### src/rtl/dm_arbiter_if.sv
// Requester, memory and status signals of dm_arbiter, bundled as one interface.
// The slave side is the arbiter; the master side drives requests and models the memory.
interface dm_arbiter_if #(
    parameter int unsigned ADDR_W = 10
);
    logic              p0_req;
    logic              p1_req;
    logic              p0_we;
    logic              p1_we;
    logic [ADDR_W-1:0] p0_addr;
    logic [ADDR_W-1:0] p1_addr;
    logic [31:0]       p0_wdata;
    logic [31:0]       p1_wdata;
    logic              p0_ack;
    logic              p1_ack;
    logic              p0_err;
    logic              p1_err;
    logic [31:0]       rdata;
    logic              mem_en;
    logic              mem_we;
    logic [ADDR_W-1:0] mem_addr;
    logic [31:0]       mem_wdata;
    logic [31:0]       mem_rdata;
    logic              busy;
    logic              owner;
    logic [1:0]        watch_stat;

    modport slave (
        input  p0_req, p1_req, p0_we, p1_we, p0_addr, p1_addr, p0_wdata, p1_wdata, mem_rdata,
        output p0_ack, p1_ack, p0_err, p1_err, rdata, mem_en, mem_we, mem_addr, mem_wdata,
        output busy, owner, watch_stat
    );

    modport master (
        output p0_req, p1_req, p0_we, p1_we, p0_addr, p1_addr, p0_wdata, p1_wdata, mem_rdata,
        input  p0_ack, p1_ack, p0_err, p1_err, rdata, mem_en, mem_we, mem_addr, mem_wdata,
        input  busy, owner, watch_stat
    );
endinterface

### src/rtl/dm_arbiter.sv
// Two-port arbiter in front of a single-port synchronous data memory.
// One word access at a time through IDLE -> ACC -> RESP, ending in a one-cycle ack.
module dm_arbiter #(
    parameter int unsigned ADDR_W     = 10,
    parameter int unsigned DEPTH      = 1024,
    parameter bit          FIXED_PRIO = 1'b0
) (
    input logic         clk,
    input logic         rst,
    dm_arbiter_if.slave bus
);
    typedef enum logic [1:0] {
        StIdle = 2'b00,
        StAcc  = 2'b01,
        StResp = 2'b10
    } state_e;

    state_e            state_q, state_d;
    logic              owner_q, owner_d;
    logic              last_owner_q, last_owner_d;
    logic              oor_q, oor_d;
    logic              we_q, we_d;
    logic [ADDR_W-1:0] addr_q, addr_d;
    logic [31:0]       wdata_q, wdata_d;

    logic              grant;
    logic              win;
    logic [ADDR_W-1:0] win_addr;

    // Winner selection; only consumed by the IDLE next-state logic.
    always_comb begin
        grant = bus.p0_req | bus.p1_req;
        if (bus.p0_req && bus.p1_req) begin
            win = FIXED_PRIO ? 1'b0 : ~last_owner_q;
        end else begin
            win = bus.p1_req;
        end
        win_addr = win ? bus.p1_addr : bus.p0_addr;
    end

    always_comb begin
        state_d      = state_q;
        owner_d      = owner_q;
        last_owner_d = last_owner_q;
        oor_d        = oor_q;
        we_d         = we_q;
        addr_d       = addr_q;
        wdata_d      = wdata_q;
        case (state_q)
            StIdle: begin
                if (grant) begin
                    state_d      = StAcc;
                    owner_d      = win;
                    last_owner_d = win;
                    we_d         = win ? bus.p1_we : bus.p0_we;
                    addr_d       = win_addr;
                    wdata_d      = win ? bus.p1_wdata : bus.p0_wdata;
                    oor_d        = (32'(win_addr) >= DEPTH);
                end
            end
            StAcc:   state_d = StResp;
            StResp:  state_d = StIdle;
            default: state_d = StIdle;
        endcase
    end

    always_ff @(posedge clk or posedge rst) begin
        if (rst) begin
            state_q      <= StIdle;
            owner_q      <= 1'b0;
            last_owner_q <= 1'b1;
            oor_q        <= 1'b0;
            we_q         <= 1'b0;
            addr_q       <= '0;
            wdata_q      <= '0;
        end else begin
            state_q      <= state_d;
            owner_q      <= owner_d;
            last_owner_q <= last_owner_d;
            oor_q        <= oor_d;
            we_q         <= we_d;
            addr_q       <= addr_d;
            wdata_q      <= wdata_d;
        end
    end

    // Outputs depend on state and latched registers only, so reset clears them at once.
    always_comb begin
        bus.mem_en     = 1'b0;
        bus.mem_we     = 1'b0;
        bus.mem_addr   = '0;
        bus.mem_wdata  = '0;
        bus.p0_ack     = 1'b0;
        bus.p1_ack     = 1'b0;
        bus.p0_err     = 1'b0;
        bus.p1_err     = 1'b0;
        bus.rdata      = '0;
        bus.busy       = (state_q != StIdle);
        bus.owner      = owner_q;
        bus.watch_stat = state_q;
        case (state_q)
            StAcc: begin
                bus.mem_en    = ~oor_q;
                bus.mem_we    = we_q & ~oor_q;
                bus.mem_addr  = addr_q;
                bus.mem_wdata = wdata_q;
            end
            StResp: begin
                bus.p0_ack = ~owner_q;
                bus.p1_ack = owner_q;
                bus.p0_err = ~owner_q & oor_q;
                bus.p1_err = owner_q & oor_q;
                bus.rdata  = (oor_q || we_q) ? 32'h0 : bus.mem_rdata;
            end
            default: ;
        endcase
    end
endmodule

### src/flat_wrapper.sv
// flat-port wrapper written by rule: the top's interface ports become plain ports
module dm_arbiter_flat 
#(
    parameter int unsigned ADDR_W     = 10,
    parameter int unsigned DEPTH      = 1024,
    parameter bit          FIXED_PRIO = 1'b0
)
  (clk, rst, bus_p0_req, bus_p1_req, bus_p0_we, bus_p1_we, bus_p0_addr, bus_p1_addr, bus_p0_wdata, bus_p1_wdata, bus_mem_rdata, bus_p0_ack, bus_p1_ack, bus_p0_err, bus_p1_err, bus_rdata, bus_mem_en, bus_mem_we, bus_mem_addr, bus_mem_wdata, bus_busy, bus_owner, bus_watch_stat);
  dm_arbiter_if #(.ADDR_W(ADDR_W)) bus_i ();
  input logic clk;
  input logic rst;
  input wire logic [$bits(bus_i.p0_req)-1:0] bus_p0_req;
  input wire logic [$bits(bus_i.p1_req)-1:0] bus_p1_req;
  input wire logic [$bits(bus_i.p0_we)-1:0] bus_p0_we;
  input wire logic [$bits(bus_i.p1_we)-1:0] bus_p1_we;
  input wire logic [$bits(bus_i.p0_addr)-1:0] bus_p0_addr;
  input wire logic [$bits(bus_i.p1_addr)-1:0] bus_p1_addr;
  input wire logic [$bits(bus_i.p0_wdata)-1:0] bus_p0_wdata;
  input wire logic [$bits(bus_i.p1_wdata)-1:0] bus_p1_wdata;
  input wire logic [$bits(bus_i.mem_rdata)-1:0] bus_mem_rdata;
  output wire logic [$bits(bus_i.p0_ack)-1:0] bus_p0_ack;
  output wire logic [$bits(bus_i.p1_ack)-1:0] bus_p1_ack;
  output wire logic [$bits(bus_i.p0_err)-1:0] bus_p0_err;
  output wire logic [$bits(bus_i.p1_err)-1:0] bus_p1_err;
  output wire logic [$bits(bus_i.rdata)-1:0] bus_rdata;
  output wire logic [$bits(bus_i.mem_en)-1:0] bus_mem_en;
  output wire logic [$bits(bus_i.mem_we)-1:0] bus_mem_we;
  output wire logic [$bits(bus_i.mem_addr)-1:0] bus_mem_addr;
  output wire logic [$bits(bus_i.mem_wdata)-1:0] bus_mem_wdata;
  output wire logic [$bits(bus_i.busy)-1:0] bus_busy;
  output wire logic [$bits(bus_i.owner)-1:0] bus_owner;
  output wire logic [$bits(bus_i.watch_stat)-1:0] bus_watch_stat;
  assign bus_i.p0_req = bus_p0_req;
  assign bus_i.p1_req = bus_p1_req;
  assign bus_i.p0_we = bus_p0_we;
  assign bus_i.p1_we = bus_p1_we;
  assign bus_i.p0_addr = bus_p0_addr;
  assign bus_i.p1_addr = bus_p1_addr;
  assign bus_i.p0_wdata = bus_p0_wdata;
  assign bus_i.p1_wdata = bus_p1_wdata;
  assign bus_i.mem_rdata = bus_mem_rdata;
  assign bus_p0_ack = bus_i.p0_ack;
  assign bus_p1_ack = bus_i.p1_ack;
  assign bus_p0_err = bus_i.p0_err;
  assign bus_p1_err = bus_i.p1_err;
  assign bus_rdata = bus_i.rdata;
  assign bus_mem_en = bus_i.mem_en;
  assign bus_mem_we = bus_i.mem_we;
  assign bus_mem_addr = bus_i.mem_addr;
  assign bus_mem_wdata = bus_i.mem_wdata;
  assign bus_busy = bus_i.busy;
  assign bus_owner = bus_i.owner;
  assign bus_watch_stat = bus_i.watch_stat;
  dm_arbiter #(.ADDR_W(ADDR_W), .DEPTH(DEPTH), .FIXED_PRIO(FIXED_PRIO)) u_core (.clk(clk), .rst(rst), .bus(bus_i));
endmodule
### config.mk
export PLATFORM = sky130hd
export DESIGN_NAME = dm_arbiter_flat
export DESIGN_NICKNAME = d
export VERILOG_FILES = /design/src/rtl/dm_arbiter_if.sv /design/src/rtl/dm_arbiter.sv /design/src/flat_wrapper.sv
export SDC_FILE = /design/constraint.sdc
export NUM_CORES = 1
export LEC_CHECK = 0
export BUFFER_PORTS_ARGS = -buffer_cell sky130_fd_sc_hd__buf_2
export CAP_MARGIN = 10
export CELL_PAD_IN_SITES_DETAIL_PLACEMENT = 0
export CELL_PAD_IN_SITES_GLOBAL_PLACEMENT = 1
export CORE_MARGIN = 2
export CORE_UTILIZATION = 34
export CTS_CLUSTER_SIZE = 40
export DETAILED_ROUTE_END_ITERATION = 8
export HOLD_SLACK_MARGIN = 0.15
export PLACE_DENSITY = 0.88
export SLEW_MARGIN = 20
export SYNTH_ARGS = -nofsm -noshare
export SYNTH_HDL_FRONTEND = slang
export SYNTH_SLANG_ARGS = --single-unit
### constraint.sdc
create_clock -name clk -period 4.2 [get_ports clk]
set_input_delay 0.21 -clock clk [delete_from_list [all_inputs] [get_ports clk]]
set_output_delay 0.21 -clock clk [all_outputs]
set_load 0.02 [all_outputs]
# == Yosys cells after proc, flatten, opt, wreduce, memory -nomap -nowiden ==
# Index checks and enable logic that the tools add are counted.
# word_totals
ff_bits,47
input_bits,122
output_inout_bits,84
elab_cells,30
# classes
n_eq_ne,3
muxes,14
bitwise,3
reduce_logical,4
# ops
operator,count
$mux W32,4
$mux W10,2
$mux W1,6
$pmux W2 S2,1
$eq A2 B1 Y1 const B,1
$eq A2 B2 Y1 const B,1
$logic_not A2 Y1,1
$mux W2,1
$ne A2 B1 Y1 const B,1
$not A1 Y1,2
$reduce_and A2 Y1,1
$reduce_bool A2 Y1,1
$logic_and A1 B1 Y1,1
$or A1 B1 Y1,1

# == Depth between registers and ports, before layout ==
# depth
word_depth,3
depth_mapped,5
depth_no_buf,3

# == Least setup slack after synthesis ==
# No wires, ideal clock.
# synth_timing
kind,register -> register
from,"register u_core.state_q[1], in the netlist u_core.bus.watch_stat[1]"
to,register u_core.addr_q[4]
setup_ns,0.125
arrival_time_ns,1.524
required_time_ns,4.075
setup_slack_ns,2.551
path_stages_with_launch,6
n_path_buf,2
period_less_slack_ns,1.649
path_cell_list,dfrtp_1 -> nor2_1 -> o21a_1 -> buf_2 -> buf_4 -> mux2_4
# synth_via
elab_chain_cells,2
# synth_lines
element,line_no,text
start: declaration,dm_arbiter.sv:18,"state_e state_q, state_d;"
start signal: assignment,dm_arbiter.sv:69,state_q <= StIdle;
start signal: assignment,dm_arbiter.sv:77,state_q <= state_d;
$logic_not A2 Y1,dm_arbiter.sv:49,case (state_q)
$reduce_and A2 Y1 (no source line),-,
end signal: assignment,dm_arbiter.sv:82,addr_q <= addr_d;
end: declaration,dm_arbiter.sv:23,"logic [ADDR_W-1:0] addr_q, addr_d;"
# Every way passes these cells.
# A chain may end at the register's enable or synchronous reset.

# == Worst setup path after layout ==
# layout_timing
from,input bus_p0_req
to,register u_core.we_q
# layout_via
elab_chain_cells,3
word_cells_on_any_way,5
classes_between,mux: 2; bitwise: 1; reduce/logical: 2
# layout_lines
element,line_no,text
start: declaration,flat_wrapper.sv:12,input wire logic [$bits(bus_i.p0_req)-1:0] bus_p0_req;
$logic_and A1 B1 Y1,dm_arbiter.sv:33,if (bus.p0_req && bus.p1_req) begin
$mux W1,dm_arbiter.sv:33,
$mux W1,dm_arbiter.sv:55,we_d = win ? bus.p1_we : bus.p0_we;
end signal: assignment,dm_arbiter.sv:81,we_q <= we_d;
end: declaration,dm_arbiter.sv:22,"logic we_q, we_d;"
# Parallel ways exist; a longest one is shown, timed or not.

==> results.md <==
Logic synthesis:
- During synthesis, Yosys emitted a total of 0 warnings.
- The count of distinct cell types in the synthesized netlist is 20.
- The area fraction of the dominant cell type after synthesis is 37.1%.
- The leading area contributor after synthesis is sky130_fd_sc_hd__mux2_4.
- The cell count after synthesis came out at 243.
- The total standard cell area after synthesis is 0.00316 mm2.
- In the post-synthesis netlist, the biggest area contributors are sky130_fd_sc_hd__mux2_4 (37%), sky130_fd_sc_hd__dfrtp_1 (36%), sky130_fd_sc_hd__and2_1 (15%).
- The mean cell area of the mapped netlist is 13.0 um2.
- The register bit total from synthesis is 47.
- The share of the yosys chip area belonging to registers is 37.3%.

Route:
- The total via count in the routed design is 2411.
- The first TritonRoute pass finished after 4 iterations.
- The post-detailed-route DRC marker count is 0.
- Summed over all nets, wire length on met3 after detailed routing comes to 374 um.
- After detailed routing, the total wire length is 7890 um.
- The vias per cell is 4.37.
- The met1 wire length is 3670 um.
- The remaining antenna violation count after routing is 0.
- The number of design-rule violations left by the first detailed-router iteration is 42.
- Wire segments on met2 add up to 3800 um in the final route.
- In the final routed layout, each cell accounts on average for 14.3 um.
- The uppermost signal routing layer after detailed routing is met4.

STA:
- The tightest slew margin relative to the limit is 44.7%.
- The total count of hold-check failures in the final report is 0.
- Setup total negative slack on the finished layout was measured at 0 ns.
- The time the final worst path needs with I/O delays and setup is 2.35 ns.
- The transition at the pin with the smallest max-transition slack is 0.829 ns.
- The maximum frequency from static timing analysis is 425 MHz.
- The final setup skew is 0.00817 ns.
- Setup repair after global routing left no endpoint under its margin.
- The number of pins exceeding their max-slew limit in the final report is 0.
- Setup violations remaining at the end of the flow were counted as 0.
- Dividing the final minimum period by the clock period gives 56.0%.

GRT:
- The aggregate global routing overflow is 0.
- The first global-routing pass estimated 11800 um of wire.
- Entering global routing, the biggest net connects 48 pins.
- The number of antenna violations at the first check in global routing came to 0.
- The via count of the first global-routing pass is 2354.
- Global routing used 14.6% of the available tracks.

Worst setup path:
- The most critical setup path has its startpoint at bus_p0_req.
- The required arrival time at the worst endpoint is 4.38 ns.
- The signal on the critical path passes through dlygate4sd3_1 -> buf_2 -> a21bo_2 -> buf_4 -> mux2_4 -> mux2_4.
- The critical path is of the in2reg type.
- The most repeated library cell on the critical path is sky130_fd_sc_hd__mux2_4.
- The critical path contains buffers and inverters numbering 3 combined.
- The setup slack of the most critical reg-to-reg path is 1.86 ns.
- The worst endpoint data arrival time is 2.53 ns.
- The cell type of the slowest stage on the worst timing path is sky130_fd_sc_hd__buf_4.
- The cell family contributing the most delay on the critical path is buffers and inverters.
- The worst setup path is launched from an input pin.
- In this design, the stage delay of the slowest critical-path cell is 0.54 ns.
- The worst setup path is captured at a flop.
- In this run the critical register-to-register path is launched from u_core.last_owner_q.
- Along the worst path, the maximum fanout reaches 26.

Die:
- The initialized floorplan defines 35 standard-cell rows.
- The floorplan die width is 100 um.
- Once the floorplan was initialized, standard cells occupied 34.7% of the core.
- The die is 100 um tall.
- The die outline area is 0.0101 mm2.
- The core region is 0.00911 mm2.
- The top-level port count is 206.

Cells and area:
- The number of diodes is 0.
- The relative area change from synthesis to final layout is 36.0%.
- The area taken by multi-input logic gates is 0.00181 mm2.
- The finished cells cover 0.00430 mm2.
- In the final design database the tool counted 562 nets.
- The storage element area is 0.00118 mm2.
- The fill cell instance count of the final layout is 853.
- The fraction of layout cells with a size suffix above 1 is 69.2%.

Placed design:
- The routability congestion estimate is 0.767.
- The detailed placer's ending HPWL is 5950 um.
- In this run the cell area measured after placement is 0.00418 mm2.
- The count of buffers added on input and output ports is 203.

Clocking:
- The tree built by TritonCTS fans out to 47 sinks.
- The post-CTS setup buffer count is 0.
- TritonCTS created 5 clock buffers.
- The cell at the root of the clock tree is sky130_fd_sc_hd__clkbuf_8.
- The later pin in the worst-skew pair is clocked with a latency of 0.29 ns.
- The number of buffers on the longest clock path is 2.
- The clock tree from TritonCTS is yes.
- The H-tree depth is 2.
- Clock-pin slew was measured on the worst setup and hold paths at 0.09 ns.

Worst hold path:
- The path class of the lowest-slack min-delay path is in2reg.
- The hold path startpoint is bus_p1_req.

Power and ir drop:
- The cell area power density is 649 mW/mm2.
- IR analysis of the VDD net gives a maximum drop of 0.000245 V.
- The leakage power figure is 0.00246 uW.

Run status:
- The flow ran to the end, and the final reports show no timing, DRC or antenna violations.

Job:
- The max-capacitance violation count is 0.
-- power breakdown --
group	switching, uW	total, uW	internal, uW
sequential	137	829	692
combinational	823	1670	844
clock	156	291	135
-- layer usage --
layer / GRT usage (%) / vias up
met5: 0 / -
met4: 2.53 / 0
met3: 2.72 / 4
met2: 24.3 / 83
met1: 20.1 / 1125
li1: - / 1199
-- final timing paths --
path / endpoint / depth (start not counted)
min reg2reg: u_core.wdata_q[15] / 1
max in group asynchronous: u_core.bus.owner / 3
min: u_core.last_owner_q / 3
max: u_core.we_q / 6
min in group asynchronous: u_core.addr_q[4] / 3
max reg2reg: u_core.we_q / 4
-- kinds of logic after synthesis --
| group | synth area share [%] |
|---|---|
| muxes | 39.9 |
| and+or+nand+nor | 15.9 |
| DFF | 37.3 |
| buffers and inverters | 5.66 |
| AOI/OAI and AO/OA | 1.11 |
| other | 0.119 |
-- sequential cells by signal, summed over array words and instances, names as in the netlist --
register,cells
u_core.addr_q,10
u_core.bus.owner,1
u_core.wdata_q,32
u_core.bus.watch_stat,2
u_core.we_q,1
u_core.last_owner_q,1
-- synthesized netlist by cell type --
cell type,instances
sky130_fd_sc_hd__a21bo_1,1
sky130_fd_sc_hd__a21oi_1,1
sky130_fd_sc_hd__a31oi_1,1
sky130_fd_sc_hd__and2_1,75
sky130_fd_sc_hd__buf_12,4
sky130_fd_sc_hd__buf_2,1
sky130_fd_sc_hd__buf_4,6
sky130_fd_sc_hd__buf_6,1
sky130_fd_sc_hd__clkbuf_1,7
sky130_fd_sc_hd__conb_1,1
sky130_fd_sc_hd__dfrtp_1,46
sky130_fd_sc_hd__dfstp_2,1
sky130_fd_sc_hd__inv_1,3
sky130_fd_sc_hd__mux2_2,8
sky130_fd_sc_hd__mux2_4,78
sky130_fd_sc_hd__nand2b_1,1
sky130_fd_sc_hd__nor2_1,4
sky130_fd_sc_hd__nor2b_1,2
sky130_fd_sc_hd__o21a_1,1
sky130_fd_sc_hd__o22ai_1,1
-- worst min-delay path, delay by kind of cell --
kind                   cells  cell delay, ns
AO/OA/AOI/OAI              2            0.16
buffers and inverters      1            0.12
-- layout make-up --
cell class	count	share of cell area, %
repair buffers	208	24.6
clock buffers	7	2.01
well taps	111	3.23
clock inverters	1	0.204
flip-flops and latches	47	27.4
inverters	3	0.291
multi-input cells	175	42.2
-- through the flow --
stage	hold WS (ns)	total power [uW]	std cells	setup WS, ns	util (%)
after floorplan	0.280	2090	244	2.55	-
after global placement	0.407	2470	542	1.94	45.9
after detailed placement	0.410	2510	542	1.85	45.9
after CTS	0.177	2820	551	1.63	47.0
after global routing	0.213	2950	552	1.75	47.2
final	0.191	2790	552	1.85	47.2
-- what timing repair did --
| item | 4_1_cts | 5_1_grt |
|---|---|---|
| hold endpoints to repair | 1 | 46 |
| hold buffers | 1 | 1 |
| endpoints found under the setup margin | 0 | 0 |
| gates resized for setup | 0 | 0 |
-- cell usage in the layout, fill, tap and decap left out, types with 2 or more instances in the layout --
cell type,count
sky130_fd_sc_hd__dfrtp_1,46
sky130_fd_sc_hd__nor2_1,3
sky130_fd_sc_hd__buf_2,203
sky130_fd_sc_hd__inv_1,2
sky130_fd_sc_hd__mux2_4,78
sky130_fd_sc_hd__conb_1,2
sky130_fd_sc_hd__clkbuf_8,6
sky130_fd_sc_hd__buf_4,3
sky130_fd_sc_hd__mux2_2,8
sky130_fd_sc_hd__and2_1,75
sky130_fd_sc_hd__dlygate4sd3_1,2
(Power assumes the default switching activity.)
